--- config.mk ---
export PLATFORM = sky130hd
export DESIGN_NAME = e203_exu_alu_wbck_cmt
export DESIGN_NICKNAME = d
export VERILOG_FILES = /design/src/rtl/e203_alu_wbck_pkg.sv /design/src/rtl/e203_alu_wbck_fifo.sv /design/src/rtl/e203_exu_alu_wbck_cmt.sv
export SDC_FILE = /design/constraint.sdc
export NUM_CORES = 1
export LEC_CHECK = 0
export CAP_MARGIN = 5
export CORE_MARGIN = 2
export CORE_UTILIZATION = 31
export DETAILED_ROUTE_END_ITERATION = 8
export DONT_BUFFER_PORTS = 1
export PLACE_DENSITY = 0.54
export SLEW_MARGIN = 15
export SYNTH_ARGS = -nofsm -noshare
export SYNTH_HDL_FRONTEND = slang
export SYNTH_SLANG_ARGS = --single-unit
--- constraint.sdc ---
create_clock -name clk -period 7.7 [get_ports clk]
set_input_delay 1.54 -clock clk [delete_from_list [all_inputs] [get_ports clk]]
set_output_delay 1.54 -clock clk [all_outputs]
set_load 0.01 [all_outputs]
--- src/rtl/e203_alu_wbck_pkg.sv ---
// ---------------------------------------------------------------------------
// e203_alu_wbck_pkg
// Shared types for the ALU writeback/commit stage: datapath widths, the
// sequencing state enum, exception cause codes and the buffered entry format.
// Helper functions classify a head entry so that the top and any future user
// agree on the ecall > ebreak priority.
// ---------------------------------------------------------------------------
package e203_alu_wbck_pkg;

    localparam int unsigned XLEN    = 32;
    localparam int unsigned RFIDX_W = 5;

    typedef enum logic [1:0] {
        RUN   = 2'd0,
        FLUSH = 2'd1,
        SLEEP = 2'd2
    } state_e;

    localparam logic [3:0] CAUSE_BRK   = 4'd3;
    localparam logic [3:0] CAUSE_ECALL = 4'd11;

    typedef struct packed {
        logic [XLEN-1:0]    wdat;
        logic [RFIDX_W-1:0] rdidx;
        logic               rdwen;
        logic [XLEN-1:0]    pc;
        logic               ecall;
        logic               ebreak;
        logic               wfi;
    } entry_t;

    // True when the entry must be retired through the exception unit.
    function automatic logic is_exc(input entry_t e);
        return e.ecall | e.ebreak;
    endfunction

    // ECALL wins over EBREAK when both are flagged.
    function automatic logic [3:0] exc_cause(input entry_t e);
        return e.ecall ? CAUSE_ECALL : CAUSE_BRK;
    endfunction

endpackage

--- src/rtl/e203_alu_wbck_fifo.sv ---
// ---------------------------------------------------------------------------
// e203_alu_wbck_fifo
// DEPTH-entry synchronous FIFO of entry_t. Pointers carry one extra wrap bit
// so full/empty are told apart by comparing the MSBs.
// Ports:
//   clk, rst      clock, synchronous active-high reset
//   clr_i         drop all entries (wins over push/pop)
//   push_i        write push_data_i when not full
//   pop_i         retire head when not empty
//   head_o        current head entry (valid only when !empty_o)
//   full_o        no free slot
//   empty_o       no stored entry
// ---------------------------------------------------------------------------
module e203_alu_wbck_fifo
    import e203_alu_wbck_pkg::*;
#(
    parameter int unsigned DEPTH = 2
) (
    input  logic   clk,
    input  logic   rst,
    input  logic   clr_i,
    input  logic   push_i,
    input  entry_t push_data_i,
    input  logic   pop_i,
    output entry_t head_o,
    output logic   full_o,
    output logic   empty_o
);

    localparam int unsigned AW    = $clog2(DEPTH);
    localparam int unsigned PTR_W = AW + 1;

    logic [PTR_W-1:0] wptr_q, wptr_d;
    logic [PTR_W-1:0] rptr_q, rptr_d;
    entry_t           mem_q [DEPTH];
    logic             do_push_s;
    logic             do_pop_s;

    assign empty_o   = (wptr_q == rptr_q);
    assign full_o    = (wptr_q[AW] != rptr_q[AW]) && (wptr_q[AW-1:0] == rptr_q[AW-1:0]);
    assign do_push_s = push_i & ~full_o;
    assign do_pop_s  = pop_i & ~empty_o;
    assign head_o    = mem_q[rptr_q[AW-1:0]];

    // Next-state pointer computation; clear empties the FIFO outright.
    always_comb begin
        wptr_d = wptr_q;
        rptr_d = rptr_q;
        if (clr_i) begin
            wptr_d = '0;
            rptr_d = '0;
        end else begin
            if (do_push_s) begin
                wptr_d = wptr_q + PTR_W'(1);
            end else begin
                wptr_d = wptr_q;
            end
            if (do_pop_s) begin
                rptr_d = rptr_q + PTR_W'(1);
            end else begin
                rptr_d = rptr_q;
            end
        end
    end

    // Pointer registers.
    always_ff @(posedge clk) begin
        if (rst) begin
            wptr_q <= '0;
            rptr_q <= '0;
        end else begin
            wptr_q <= wptr_d;
            rptr_q <= rptr_d;
        end
    end

    // Entry storage; contents are zeroed on reset so stale data never leaks.
    always_ff @(posedge clk) begin
        if (rst) begin
            for (int i = 0; i < int'(DEPTH); i++) begin
                mem_q[i] <= '0;
            end
        end else if (do_push_s && !clr_i) begin
            mem_q[wptr_q[AW-1:0]] <= push_data_i;
        end
    end

endmodule

--- src/rtl/e203_exu_alu_wbck_cmt.sv ---
// ---------------------------------------------------------------------------
// e203_exu_alu_wbck_cmt
// Consumer of the regular-ALU result channel. Finished ops are buffered, then
// the head is either written to the regfile, sent to the exception unit as a
// commit request (ECALL/EBREAK, followed by a one-cycle flush that discards
// younger buffered ops), or parks the core in sleep (WFI) until a wake event.
// XLEN and RFIDX_W come from e203_alu_wbck_pkg since the entry struct is
// built on them.
// Ports:
//   clk, rst                      clock, synchronous active-high reset
//   alu_o_valid/alu_o_ready       ALU result handshake
//   alu_o_wdat/rdidx/rdwen/pc     result payload
//   alu_o_ecall/ebreak/wfi        instruction class flags
//   rf_wbck_valid/ready           regfile write handshake
//   rf_wbck_wdat/rdidx            regfile write payload
//   cmt_valid/ready               exception commit handshake
//   cmt_cause/cmt_pc              exception cause and faulting PC
//   flush_pulse                   one-cycle pulse after an exception commit
//   wfi_wake                      wake request ending WFI sleep
//   core_sleep                    high while sleeping
// ---------------------------------------------------------------------------
module e203_exu_alu_wbck_cmt
    import e203_alu_wbck_pkg::*;
#(
    parameter int unsigned DEPTH = 2
) (
    input  logic               clk,
    input  logic               rst,
    input  logic               alu_o_valid,
    output logic               alu_o_ready,
    input  logic [XLEN-1:0]    alu_o_wdat,
    input  logic [RFIDX_W-1:0] alu_o_rdidx,
    input  logic               alu_o_rdwen,
    input  logic [XLEN-1:0]    alu_o_pc,
    input  logic               alu_o_ecall,
    input  logic               alu_o_ebreak,
    input  logic               alu_o_wfi,
    output logic               rf_wbck_valid,
    input  logic               rf_wbck_ready,
    output logic [XLEN-1:0]    rf_wbck_wdat,
    output logic [RFIDX_W-1:0] rf_wbck_rdidx,
    output logic               cmt_valid,
    input  logic               cmt_ready,
    output logic [3:0]         cmt_cause,
    output logic [XLEN-1:0]    cmt_pc,
    output logic               flush_pulse,
    input  logic               wfi_wake,
    output logic               core_sleep
);

    state_e state_q, state_d;
    entry_t push_data_s;
    entry_t head_s;
    logic   full_s;
    logic   empty_s;
    logic   push_s;
    logic   pop_s;
    logic   clr_s;

    assign push_data_s = '{wdat:   alu_o_wdat,
                           rdidx:  alu_o_rdidx,
                           rdwen:  alu_o_rdwen,
                           pc:     alu_o_pc,
                           ecall:  alu_o_ecall,
                           ebreak: alu_o_ebreak,
                           wfi:    alu_o_wfi};

    // Ready is withheld while full (even if the head pops this cycle) and
    // during the flush cycle so nothing younger than the exception survives.
    assign alu_o_ready = ~rst & ~full_s & (state_q != FLUSH);
    assign push_s      = alu_o_valid & alu_o_ready;
    assign core_sleep  = (state_q == SLEEP);

    e203_alu_wbck_fifo #(
        .DEPTH (DEPTH)
    ) u_fifo (
        .clk         (clk),
        .rst         (rst),
        .clr_i       (clr_s),
        .push_i      (push_s),
        .push_data_i (push_data_s),
        .pop_i       (pop_s),
        .head_o      (head_s),
        .full_o      (full_s),
        .empty_o     (empty_s)
    );

    // Head dispatch and sequencing; payload outputs are zero when not valid.
    always_comb begin
        state_d       = state_q;
        pop_s         = 1'b0;
        clr_s         = 1'b0;
        rf_wbck_valid = 1'b0;
        rf_wbck_wdat  = '0;
        rf_wbck_rdidx = '0;
        cmt_valid     = 1'b0;
        cmt_cause     = 4'd0;
        cmt_pc        = '0;
        flush_pulse   = 1'b0;
        case (state_q)
            RUN: begin
                if (empty_s) begin
                    state_d = RUN;
                end else if (is_exc(head_s)) begin
                    cmt_valid = 1'b1;
                    cmt_cause = exc_cause(head_s);
                    cmt_pc    = head_s.pc;
                    if (cmt_ready) begin
                        pop_s   = 1'b1;
                        state_d = FLUSH;
                    end else begin
                        state_d = RUN;
                    end
                end else if (head_s.wfi) begin
                    // A wake already pending cancels the sleep entirely.
                    pop_s   = 1'b1;
                    state_d = wfi_wake ? RUN : SLEEP;
                end else begin
                    rf_wbck_valid = head_s.rdwen;
                    if (head_s.rdwen) begin
                        rf_wbck_wdat  = head_s.wdat;
                        rf_wbck_rdidx = head_s.rdidx;
                    end else begin
                        rf_wbck_wdat  = '0;
                        rf_wbck_rdidx = '0;
                    end
                    pop_s = rf_wbck_ready | ~head_s.rdwen;
                end
            end
            FLUSH: begin
                flush_pulse = 1'b1;
                clr_s       = 1'b1;
                state_d     = RUN;
            end
            SLEEP: begin
                if (wfi_wake) begin
                    state_d = RUN;
                end else begin
                    state_d = SLEEP;
                end
            end
            default: begin
                state_d = RUN;
            end
        endcase
    end

    // Sequencing state register.
    always_ff @(posedge clk) begin
        if (rst) begin
            state_q <= RUN;
        end else begin
            state_q <= state_d;
        end
    end

endmodule

# --- Word-level counts from Yosys, hierarchy flattened ---
# Memories as Yosys holds them, arrays and structs flattened. A register that Yosys moved wholly into a read port is not among the register bits.
# Index checks and enable logic that the tools add are counted.
totals:
  wordCells: 76
  regBits: 6
  inputBits: 79
  n_memories: 1
  out_inout_bits: 78
  mem_bits_rw: 146
mem_list:
  columns: ["memory", "depth", "word_bits", "read_ports", "rd_ports_with_merged_regs", "wr", "line_no", "source"]
  rows:
  - ["u_fifo.mem_q", 2, 73, 1, 1, 2, "e203_alu_wbck_fifo.sv:35", "entry_t mem_q [DEPTH];"]
classes:
  mux: 46
  bitwise_logic: 11
  add_sub_neg: 2
  eq_ne: 7
  n_reduce_logical: 6
op_table:
  columns: ["operator", "n"]
  rows:
  - ["two-way mux 32 bit", 8]
  - ["two-way mux 73 bit", 1]
  - ["OR reduction 73 bit", 1]
  - ["two-way mux 5 bit", 5]
  - ["two-way mux 1 bit", 23]
  - ["two-way mux 4 bit", 4]
  - ["two-way mux 2 bit", 4]
  - ["AND 1 bit", 5]
  - ["adder 2 x 1 -> 2 bit, second input constant", 2]
  - ["!= test 4 x 3 -> 1 bit, second input constant", 1]
  - ["NOT 1 bit", 4]
  - ["case mux 2 bit (2 select lines)", 1]
  - ["equality test 2 x 1 -> 1 bit, second input constant", 1]
  - ["equality test 2 bit", 1]
  - ["equality test 2 bit, second input constant", 1]
  - ["logical AND 1 bit", 2]
  - ["zero test 2 bit", 1]
  - ["!= test 2 x 1 -> 1 bit, second input constant", 1]
  - ["OR 1 bit", 2]
  - ["OR reduction 2 bit", 1]
  - ["equality test 1 bit", 1]
  - ["zero test 1 bit", 1]
  - ["!= test 1 bit", 1]

# --- Longest topological paths before layout ---
depth:
  word_depth: 13
  ltp_mapped: 7
  mapped_depth_nobuf: 4

# --- By module ---
# A second synthesis with hierarchy kept.
unflattened:
  cells_unflattened: 571
  hier_area_um2: 7521.0
by_module_without_submodules:
  columns: ["mod", "seq_area_each_um2", "cells_per_inst", "area_per_inst_um2", "instances"]
  rows:
  - ["e203_alu_wbck_fifo", 4484.3, 428, 6646.4, 1]
  - ["e203_exu_alu_wbck_cmt", 40.0, 143, 874.6, 1]

# --- Least setup slack after synthesis ---
# OpenSTA, ideal clock, no wires.
synth_path:
  path_kind: "input to register"
  start: "in rst"
  end: "mem u_fifo.mem_q[0][0] (netlist bit) (enable)"
  setup_ns: 0.400
  path_buffers: 2
  arrival_ns: 3.353
  path_stages: 5
  required_ns: 7.300
  setup_slack_ns: 3.947
  cell_sequence: "or2_0 > buf_2 > a2111oi_4 > buf_4 > or2_2"
synth_lines:
  columns: ["element", "line_no", "source"]
  rows:
  - ["start, declared", "e203_exu_alu_wbck_cmt.sv:28", "input logic rst,"]
  - ["end, declared", "e203_alu_wbck_fifo.sv:35", null]

==> metrics.txt <==
top post-synthesis cells by area=edfxtp_1 (63%), and2_1 (13%), mux2i_1 (10%), nor2_1 (3.9%), dfxtp_1 (2.0%); worst hold-check path type=register to register; post-synth top area share=62.7%; Inst Count DP=781; Worst-Skew Late Latency=410 ps; Buffers on Ports=0; Cells after Synth=533; worst path required time=6160 ps; unrepaired setup endpoints after global routing=no; VDD IR max=0.000130 V; DIE AREA=23800 um2; status=finished, final reports clean; clock-pin slew on the worst setup and hold paths=60 ps; post-route minimum period=4960 ps; # hold bufs at CTS=0; initial antenna violation count=1; Fmax=0.202 GHz; FF-to-FF path depth=6; top_reg_cell synth=edfxtp_1; slowest cell delay on critical path=760 ps; synthesis-stage register bit count=153; worst path cell trace=buf_4 > nand2_1 > o32ai_1 > nand3_2 > nor2_1; Syn. warnings=0; number of global-route vias before repair=4198; Nets=600; number of synthesized flops with an enable pin=146; WP data arrival=3420 ps; post-synthesis sequential area ratio=64.7%; largest net degree at the start of global routing=75; Total Power=2.49 mW; post-CTS sizing=0; R2R setup slack=4640 ps; Fin Clk Skew=6.89 ps; cell family with most CP delay=simple AND/OR/NAND/NOR gates; floorplan row count=54; Hold Vio Cnt, Final=0; Worst path slowest cell=dfxtp_4; Final Setup Violations=0; TritonCTS clock tree=done; Final Instance Area=7790 um2; CTS buffer count=17; critical path type=register to primary output; syn avg cell area=13.1 um2; CP endpoint kind=primary output; GRT Residual Overflow=0; Critical R2R Launch=u_fifo.rptr_q[1]; CP Max Fanout=43; post-synth cell types=43; DRC violations left=0; htree depth=4; Ports=157; first-pass GRT wire length=23.4 mm; Finished Layout Cells=814; Die W=154 um; Wirelength per Cell=18.4 um; total of max-cap violations=0; Synth area leader=edfxtp_1; Antenna Cells=0; Vert. Die Dim=154 um; total track usage=13.0%; hold_sp=state_q[0]; Final Core Density=35.5%; placed cell area=7200 um2; via count=3863; slew at the pin with the worst max-slew slack=1100 ps; Pre-antenna DRT Iters=4; HPWL reported at the end of detailed placement=9.12 mm; post-route clock period utilization=64.4%; nature of the critical path startpoint=register; syn nets=612; layout cell share with drive strength beyond 1=8.05%; Synth Cell Area=6990 um2; RePlAce Congestion=0.740; max-slew violations=0; Worst R2R End=u_fifo.mem_q[1][41]; CTS max path bufs=2; Area Overhead vs Synth=11.5%; number of routed nets with antenna violations=0; Sink Count=153; pwr/cell area=320 nW/um2; Vias/cell=4.75; Synth top cells by count=and2_1 (146), edfxtp_1 (146), nor2_1 (72), mux2i_1 (71), clkbuf_1 (11); CP bufs+invs=1; Hold Path End=state_q[1]; DRT iter0 DRCs=293; fraction of registers with async set/reset=0%; post-CTS setup buffer count=0; Leak=2.72 nW; Fin Setup TNS=0 ps; Hold Path Depth=1; root buf cell=clkbuf_16; core area=22000 um2; initial core utilization=31.8%; WL final=15.0 mm; Worst slew margin=27.0%
## cell families after synthesis
family                    Yosys count  share of synthesized area, %
AOI/OAI and AO/OA                  21                          2.61
xor gates and xnor gates            3                         0.376
buffers and inverters              43                          3.10
DFF                               153                          64.7
muxes                              71                          10.2
other                               1                        0.0537
and+or+nand+nor                   241                          19.0
## metal layers
layer | share of wire [%] | vias up | GRT usage [%]
met5 | 0.11 | - | 0
met4 | 0.94 | 2 | 3.47
met3 | 9.4 | 14 | 6.06
met2 | 48 | 145 | 21.6
met1 | 42 | 1874 | 15.1
li1 | - | 1828 | -
## worst max path at each step
stage	cells after the start	slack, ps	endpoint	from
floorplan	5	3950	u_fifo.mem_q[0][0]	rst
global placement	5	3230	rf_wbck_rdidx[0]	register
detailed placement	5	3050	rf_wbck_wdat[10]	register
CTS	5	2580	rf_wbck_rdidx[2]	register
global route	5	2450	rf_wbck_wdat[30]	register
finish	5	2740	rf_wbck_rdidx[2]	register
## flip-flops by register name, summed over array words and instances, names as in the netlist, named ones only
name / flops
u_fifo.wptr_q: 2
u_fifo.rptr_q: 2
u_fifo.mem_q: 146
state_q: 2
## report_power, final
group	internal, mW	total [mW]	leakage [nW]	switching [mW]
clock	0.478	0.805	0.265	0.328
sequential	1.03	1.11	1.59	0.0821
combinational	0.213	0.574	0.871	0.360
## layout by cell type, fill, tap and decap left out, types with 3 or more instances in the layout
cell	count
a21oi_1	3
buf_4	4
nor3_1	3
edfxtp_1	146
nor2_1	71
dfxtp_1	6
mux2i_1	71
clkbuf_16	17
inv_1	7
clkinvlp_4	3
nand2_1	3
clkbuf_1	4
and2_1	146
## per-stage QoR
step           worst slack (ps)  hold slack, ps
2_1_floorplan              3950             493
3_3_place_gp               3230             526
3_5_place_dp               3050             536
4_1_cts                    2580             548
5_1_grt                    2450             597
6_report                   2740             553
## worst register-to-register path, stage by stage, from the launching register on
cell,delay [ps]
dfxtp_1,420
xor2_1,190
a2111o_1,520
nor2_4,90
buf_4,570
or2_4,600
buf_16,300
## final cells by class
class	count	area, um2
clock inverter	11	123
tap	280	350
timing repair buffer	5	57.6
clock buffer	21	440
fill	2073	14200
multi-input combinational	337	2270
inverter	7	26.3
sequential	153	4530
(Power assumes the default switching activity.)
